==> src/rtl/cv32e40x_pending_arb_pkg.sv <==
// cv32e40x_pending_arb_pkg: legal sizing range for the pending arbiter.
package cv32e40x_pending_arb_pkg;
  localparam int unsigned PENDING_ARB_LEN_MIN = 2;
  localparam int unsigned PENDING_ARB_LEN_MAX = 64;
endpackage

==> src/rtl/cv32e40x_ff_one.sv <==
// cv32e40x_ff_one: find-first-one, lowest set bit index plus an all-zero flag.
module cv32e40x_ff_one #(
  parameter int LEN = 32
) (
  input  logic [LEN-1:0]         in_i,
  output logic [$clog2(LEN)-1:0] first_one_o,
  output logic                   no_ones_o
);
  localparam int IDX_W = $clog2(LEN);
  always_comb begin
    first_one_o = '0;
    for (int i = LEN - 1; i >= 0; i--) first_one_o = in_i[i] ? IDX_W'(i) : first_one_o;
  end
  assign no_ones_o = ~|in_i;
endmodule

==> src/rtl/cv32e40x_pending_arb.sv <==
// cv32e40x_pending_arb: sticky request collector feeding a registered
// fixed-priority (lowest index first) valid/ready output slot.
module cv32e40x_pending_arb
  import cv32e40x_pending_arb_pkg::*;
#(
  parameter int LEN = 32
) (
  input  logic                   clk,
  input  logic                   rst_n,
  input  logic [LEN-1:0]         set_i,
  input  logic [LEN-1:0]         mask_i,
  input  logic                   flush_i,
  output logic                   req_valid_o,
  output logic [$clog2(LEN)-1:0] req_index_o,
  input  logic                   req_ready_i,
  output logic [LEN-1:0]         pending_o
);
  localparam int IDX_W = $clog2(LEN);
  logic [LEN-1:0]   pending_q, pending_d, cand, clr_onehot;
  logic             valid_q, valid_d, sel_valid, no_ones, load;
  logic [IDX_W-1:0] index_q, index_d, sel_index;
  assign cand = pending_q & mask_i;
  cv32e40x_ff_one #(.LEN(LEN)) u_ff_one (
    .in_i        (cand),
    .first_one_o (sel_index),
    .no_ones_o   (no_ones)
  );
  assign sel_valid = ~no_ones;
  assign load      = !valid_q || req_ready_i;
  // A request leaves pending when it enters the slot; a same-cycle set re-arms it.
  always_comb begin
    clr_onehot = (load && sel_valid) ? ({{(LEN-1){1'b0}}, 1'b1} << sel_index) : '0;
    pending_d  = flush_i ? '0 : ((pending_q & ~clr_onehot) | set_i);
    valid_d    = flush_i ? 1'b0 : (load ? sel_valid : valid_q);
    index_d    = (!flush_i && load) ? sel_index : index_q;
  end
  always_ff @(posedge clk or negedge rst_n) begin
    if (!rst_n) begin
      pending_q <= '0;
      valid_q   <= 1'b0;
      index_q   <= '0;
    end else begin
      pending_q <= pending_d;
      valid_q   <= valid_d;
      index_q   <= index_d;
    end
  end
  assign req_valid_o = valid_q;
  assign req_index_o = index_q;
  assign pending_o   = pending_q;
  a_len_legal: assert property (@(posedge clk)
    (LEN >= int'(PENDING_ARB_LEN_MIN)) && (LEN <= int'(PENDING_ARB_LEN_MAX)));
  a_hold_stable: assert property (@(posedge clk) disable iff (!rst_n)
    valid_q && !req_ready_i && !flush_i |=> valid_q && $stable(index_q));
  a_index_range: assert property (@(posedge clk) disable iff (!rst_n)
    valid_q |-> (32'(index_q) < LEN));
  a_set_kept: assert property (@(posedge clk) disable iff (!rst_n)
    !flush_i |=> ((pending_q & $past(set_i)) == $past(set_i)));
endmodule

==> config.mk <==
export PLATFORM = sky130hd
export DESIGN_NAME = cv32e40x_pending_arb
export DESIGN_NICKNAME = d
export VERILOG_FILES = /design/src/rtl/cv32e40x_pending_arb_pkg.sv /design/src/rtl/cv32e40x_ff_one.sv /design/src/rtl/cv32e40x_pending_arb.sv
export SDC_FILE = /design/constraint.sdc
export NUM_CORES = 1
export LEC_CHECK = 0
export ABC_AREA = 1
export ABC_CLOCK_PERIOD_IN_PS = 2400
export BUFFER_PORTS_ARGS = -buffer_cell sky130_fd_sc_hd__buf_2
export CORE_MARGIN = 1.5
export CORE_UTILIZATION = 42
export CTS_CLUSTER_DIAMETER = 80
export DETAILED_ROUTE_END_ITERATION = 10
export PLACE_DENSITY = 0.76
export SLEW_MARGIN = 40
export SYNTH_ARGS = -nofsm -noshare
export SYNTH_HDL_FRONTEND = slang
export SYNTH_SLANG_ARGS = --single-unit
export TNS_END_PERCENT = 10
==> constraint.sdc <==
create_clock -name clk -period 2.4 [get_ports clk]
set_input_delay 0.12 -clock clk [delete_from_list [all_inputs] [get_ports clk]]
set_output_delay 0.12 -clock clk [all_outputs]
set_load 0.02 [all_outputs]
==> out/metrics.csv, run 1 <==
stage,metric,value,unit
global_route,initial antenna violation count,0,
route,overall via count from detail_route,2505,
timing,Final Max Tran Viols,0,
yosys,post-synthesis sequential area ratio,41.62,%
yosys,Gate Count Post-Synth,316,
critical_path,R2R Setup Slk,-0.37,ns
critical_path,critical path class,flip-flop to flip-flop,
clocking,TritonCTS clock tree,done,
place,post-place instance area,0.002978,sq mm
critical_path,Critical Path Source Type,flip-flop,
timing,highest clock rate,361.4,MHz
route,DRT iter0 DRCs,134,
yosys,proportion of synthesized area in mux cells,0,%
run_status,failing checks,negative setup slack,
clocking,total CTS buffers,5,
yosys,Post-synth EDFFs,0,
route,Detail Route Antenna Nets,0,
yosys,Synth top area share,41.62,%
yosys,Main synth FF type,dfrtp_1,
die,DIE AREA,0.005891,sq mm
yosys,Synth Area in Compound Gates,13.58,%
global_route,GR Overflow Total,0,
timing,minimum clock period,2.767,ns
critical_path,CP peak stage delay,0.41,ns
power,Int Pwr,1.137,mW
timing,RSZ-0062 raised after global routing,yes,
critical_path,crit path from,pending_o[31],
worst_hold_path,worst min path class,input pin to flip-flop,
clocking,Root Buffer,clkbuf_8,
yosys,Yosys cell types,23,
die,CORE AREA,0.005172,sq mm
critical_path,CP arrival,2.91,ns
layout,area delta synth->final,36.09,%
critical_path,FF-to-FF Start,pending_o[31],
critical_path,R2R Path End,pending_o[16],
job,MaxCap Viol Count,0,
clocking,insertion delay to the later sink of the worst-skew pair,0.29,ns
power,P_leak,1.801,nW
yosys,Synth Area in Adders,0,%
yosys,ys async rst share,100.0,%
die,die width,76.76,microns
power,switching fraction of total power,36.34,%
global_route,largest net degree at the start of global routing,39,
place,HPWL after DPL,5.289,mm
yosys,synth top area cells,"dfrtp_1 42%, nand2_1 16%, a21oi_1 7.2%",
timing,Clock Skews,0.004130,ns
route,TritonRoute pass-1 iters,4,
power,Clk network pwr share,24.7,%
timing,fin crit share,115.3,%
power,Reg power frac,40.9,%
timing,WHS,0.03841,ns
global_route,first-pass GRT wire length,11.36,mm
timing,fin worst setup slack,-0.3669,ns
yosys,Post-Syn Area per Cell,7.230,sq um
clocking,Clock Path Buffers,2,
layout,final std cells w/o fill,506,
route,final WL,6.830,mm
timing,Worst-Margin Slew,0.6557,ns
die,num ports,106,
global_route,total track usage,24.16,%
critical_path,WP data required,2.55,ns
layout,final non-filler cell area,0.003109,sq mm
timing,Final Hold Fails,0,
clocking,"Reg clk slew, reported paths",0.07,ns
die,Die H,76.76,microns
route,DRC,0,
power,Logic pwr share,34.4,%
run_status,status,"complete, but fails checks",
layout,Ant. Diodes,0,
yosys,Netlist Area Pre-Place,0.002285,sq mm
place,IO buf count,105,
route,Avg Vias per Cell,4.951,
yosys,most common cell in the netlist,nand2_1,
critical_path,critical path endpoint,pending_o[16],
clocking,clk sink count,38,
critical_path,CP max-delay cell,dfrtp_2,
yosys,largest area contributor in the netlist,dfrtp_1,
critical_path,critical path capture point type,flip-flop,
global_route,number of global-route vias before repair,2440,
critical_path,Worst Reg-to-Reg Cells,36,
layout,layout cells sized above 1,36.24,%
power,P_sw,0.6492,mW
die,row count,26,
yosys,synth cell count leaders,"98 x nand2_1, 44 x inv_1, 38 x dfrtp_1",
yosys,largest family of logic cells by synthesized area,simple AND/OR/NAND/NOR gates,
route,routed len/inst,13.50,microns
yosys,xor/xnor share of the synthesized area,0,%
yosys,Synth Warn #,0,
timing,final setup fails,33,
yosys,post-synth net total,384,
clocking,CTS H-Tree Depth,2,
timing,Slew HR,56.29,%
place,GPL Wtd Cong,0.9415,
place,dpl cells,497,
critical_path,CP dominant cell by count,nand2_1,
layout,final net count,505,
yosys,Post-Synth Simple-Gate Area,35.10,%
critical_path,crit path max fanout,7,
die,Initial Utilization,44.17,%
power,PD cells,574.6,mW/mm^2
power,Peak VDD IR,0.0002687,V
yosys,number of synthesized register bits,38,
==> power groups by stage <==
stage	logic, mW	registers, mW	clock network, mW
after global placement	0.586	0.741	0
final	0.614	0.731	0.441
after detailed placement	0.597	0.742	0
after global routing	0.671	0.739	0.482
after CTS	0.609	0.730	0.453
after floorplan	0.304	0.806	0
==> critical path: cells and delay by family (launching register included) <==
kind / cells / cell delay [ns]
and+or+nand+nor: 33 / 1.84
buffers and inverters: 1 / 0.03
DFF: 1 / 0.41
AOI/OAI and AO/OA: 2 / 0.33
==> state kept, by name, summed over array words and instances (netlist names) <==
register	flops
req_index_o	5
pending_o	32
req_valid_o	1
==> worst min-delay path by stage <==
| stage | start | end | slack (ns) | depth (start not counted) |
|---|---|---|---|---|
| 6_report | set_i[10] | pending_o[10] | 0.04 | 3 |
| 5_1_grt | set_i[5] | pending_o[5] | 0.05 | 3 |
| 4_1_cts | set_i[10] | pending_o[10] | 0.04 | 3 |
| 3_5_place_dp | rst_n | pending_o[2] | 0.29 | 1 |
| 3_3_place_gp | rst_n | pending_o[2] | 0.26 | 1 |
| 2_1_floorplan | rst_n | pending_o[0] | -0.18 | 0 |
==> timing repair <==
item	CTS	global route
endpoints found under the setup margin	33	33
setup buffers	2	0
resized for setup	3	3
hold buffers	1	0
endpoints found under the hold margin	38	0
==> placed cells by master (no fill, tap or decap) <==
master         count
nand2_2            8
buf_2            104
nor3_1             2
o21ai_2            2
nand3_1            8
nand2_8            1
inv_2              3
o21ai_1            5
o21bai_1          10
a31oi_1            5
nor2_2             2
nand2_4            2
or2_2              1
dfrtp_1           37
nand4_1           17
a21oi_1           33
nand2_1           96
buf_4             20
nand4_2            4
clkbuf_8           6
inv_1             43
nor2_8             2
nor2_1            21
nor2_4             2
dfrtp_2            1
dlygate4sd3_1      1
==> cells by family after synthesis <==
family	Yosys count
AO/OA/AOI/OAI	55
buffers and inverters	57
flip-flops	38
AND/OR/NAND/NOR	166
==> cell type report <==
type,count,area (sq um)
Sequential cell,38,952.2
Inverter,46,172.7
Tap cell,70,87.58
Multi-Input combinational cell,221,1134
Clock buffer,6,82.58
Fill cell,493,2063
Timing Repair Buffer,125,680.7
==> layer usage <==
layer / up-vias / GRT usage (%) / part of all wire (%)
met5: - / 0 / 0
met4: 0 / 7.037 / 1.3
met1: 1142 / 31.61 / 44
met2: 98 / 40.62 / 48
met3: 8 / 4.405 / 7.3
li1: 1257 / - / -
==> through the flow <==
stage                     total power, mW  utilization (%)  setup TNS, ns  setup slack (ns)
after global placement              1.327            57.57         -7.324           -0.3016
final                               1.786            60.11         -9.990           -0.3669
after global routing                1.892            60.11         -19.47           -0.6552
after detailed placement            1.339            57.57         -9.930           -0.3755
after CTS                           1.792            59.87         -9.132           -0.3333
after floorplan                     1.110                -         -1.569          -0.05819
(Power assumes the default switching activity.)
==> run 2: changes to the inputs <==
--- a/config.mk
+++ b/config.mk
@@ -12,6 +12,7 @@
 export CORE_UTILIZATION = 42
 export CTS_CLUSTER_DIAMETER = 80
 export DETAILED_ROUTE_END_ITERATION = 10
+export GPL_TIMING_DRIVEN = 0
 export PLACE_DENSITY = 0.76
 export SLEW_MARGIN = 40
 export SYNTH_ARGS = -nofsm -noshare
==> run 2 against run 1 <==
The flow still finishes with violations (negative setup slack). Sequential share of layout area rose by 0.12 points. Cell area fell by 0.40%. Combinational power fell by 2%. Critical path depth did not move. First-iteration DRC count rose by 32%. Via count rose by 1.8%. Critical path type unchanged.
==> out/metrics.csv, run 2 (synthesized netlist as in run 1, its figures left out) <==
stage,metric,value,unit
worst_hold_path,worst min path class,input pin to flip-flop,
power,overall power,1.781,mW
power,Clk network pwr share,25.0,%
timing,Slew HR,63.13,%
power,Int Pwr,1.132,mW
timing,RSZ-0062 raised after global routing,yes,
place,Place WS,-0.3992,ns
route,Detail Route Antenna Nets,0,
layout,"most common cell after layout, fill and taps aside",buf_2,
power,PD cells,575.2,mW/mm^2
clocking,"Reg clk slew, reported paths",0.08,ns
die,die width,76.76,microns
job,MaxCap Viol Count,0,
critical_path,critical path class,flip-flop to flip-flop,
global_route,first-pass GRT wire length,11.08,mm
layout,# fillers,508,
power,P_leak,1.769,nW
global_route,initial antenna violation count,0,
critical_path,WP data required,2.56,ns
critical_path,critical path capture point type,flip-flop,
layout,layout cells sized above 1,34.87,%
route,overall via count from detail_route,2551,
power,switching fraction of total power,36.42,%
die,Initial Utilization,44.17,%
die,num ports,106,
global_route,total track usage,23.76,%
timing,Final Max Tran Viols,0,
place,IO buf count,104,
route,routed len/inst,13.44,microns
critical_path,Critical Path Source Type,flip-flop,
timing,Final Hold Fails,0,
route,Avg Vias per Cell,5.072,
critical_path,R2R Setup Slk,-0.39,ns
layout,"commonest non-fill, non-tap cells in the layout","110 x buf_2, 97 x nand2_1, 44 x inv_1",
layout,Multi-input gate area,0.001161,sq mm
timing,final setup fails,33,
global_route,GR Overflow Total,0,
critical_path,CP peak stage delay,0.41,ns
clocking,CTS H-Tree Depth,2,
clocking,Clock Path Buffers,2,
power,Reg power frac,41.1,%
clocking,clk sink count,38,
layout,area delta synth->final,35.54,%
run_status,failing checks,negative setup slack,
layout,final core occ,59.87,%
timing,Worst-Margin Slew,0.5530,ns
route,DRC,0,
critical_path,CP arrival,2.94,ns
timing,fin worst setup slack,-0.3852,ns
route,final WL,6.760,mm
critical_path,crit path max fanout,7,
critical_path,CP dominant cell by count,nand2_1,
global_route,number of global-route vias before repair,2433,
power,Logic pwr share,33.9,%
layout,final net count,501,
die,CORE AREA,0.005172,sq mm
place,HPWL after DPL,5.349,mm
die,Die H,76.76,microns
layout,Ant. Diodes,0,
layout,max FFs per register,32,
global_route,largest net degree at the start of global routing,22,
timing,fin crit share,116.0,%
clocking,Root Buffer,clkbuf_8,
timing,minimum clock period,2.785,ns
timing,highest clock rate,359.0,MHz
route,DRT iter0 DRCs,177,
power,Peak VDD IR,0.0002343,V
die,row count,26,
clocking,TritonCTS clock tree,done,
clocking,total CTS buffers,5,
route,TritonRoute pass-1 iters,4,
die,DIE AREA,0.005891,sq mm
power,P_sw,0.6487,mW
timing,Clock Skews,0.009073,ns
clocking,insertion delay to the later sink of the worst-skew pair,0.30,ns
run_status,status,"complete, but fails checks",
layout,Reg area,952.2,sq um
critical_path,CP max-delay cell,dfrtp_2,
place,GPL Wtd Cong,0.8285,
[run 2: cell types whose count changed in the layout (fill, tap and decap cells not counted), sizes merged]
cell / previous run / this run
buf: 124 / 116
clkbuf: 6 / 11
[run 2: repair_timing]
action	in CTS	in global routing
setup buffers	2	2
endpoints found under the setup margin	32	33
gates cloned	0	0
hold buffers	1	0
resized for setup	7	3
hold endpoints to repair	20	0
pin swaps	4	2
[run 2: per-layer routing]
| layer | global-route usage, % | wire length, microns | vias to the layer above |
|---|---|---|---|
| met5 | 0 | 0 | - |
| met3 | 4.643 | 422 | 8 |
| met4 | 7.593 | 102 | 0 |
| li1 | - | - | 1248 |
| met2 | 39.73 | 3247 | 100 |
| met1 | 30.76 | 2989 | 1195 |
[run 2: final cells by class]
cell class,instances,area share (%)
Clock buffer,7,2.788
Tap cell,70,2.828
Sequential cell,38,30.75
Timing Repair Buffer,110,18.99
Buffer,11,1.576
Inverter,46,5.576
Multi-Input combinational cell,221,37.49
[run 2: metrics by stage]
step                setup TNS, ns  hold WS, ns  cells  cell area (sq um)
CTS                        -9.816      0.04210    501               3068
floorplan                  -1.569      -0.1756    316               2286
detailed placement         -9.084       0.1186    491               2922
global placement           -8.378       0.2653    490               2894
finish                     -10.37      0.03992    503               3097
global route               -22.83      0.05063    503               3097
[run 2: final timing paths]
kind | startpoint | endpoint | depth (start not counted)
min reg2reg | req_index_o[3] | req_index_o[3] | 2
max reg2reg | pending_o[31] | pending_o[0] | 36
min | set_i[26] | pending_o[26] | 3
max in group asynchronous | rst_n | pending_o[19] | 3
min in group asynchronous | rst_n | pending_o[2] | 2
max | pending_o[31] | pending_o[0] | 36
[run 2: power by group through the flow]
stage	sequential, mW	clock [mW]	combinational [mW]
floorplan	0.806	0	0.304
global placement	0.742	0	0.560
detailed placement	0.743	0	0.575
CTS	0.731	0.452	0.594
global route	0.740	0.485	0.664
finish	0.732	0.445	0.604
[run 2: critical path, delay by kind of cell (launching register included)]
kind            cells  cell delay, ns
simple gates       33            1.87
flops               1            0.41
compound gates      2            0.30
buf+inv             1            0.04
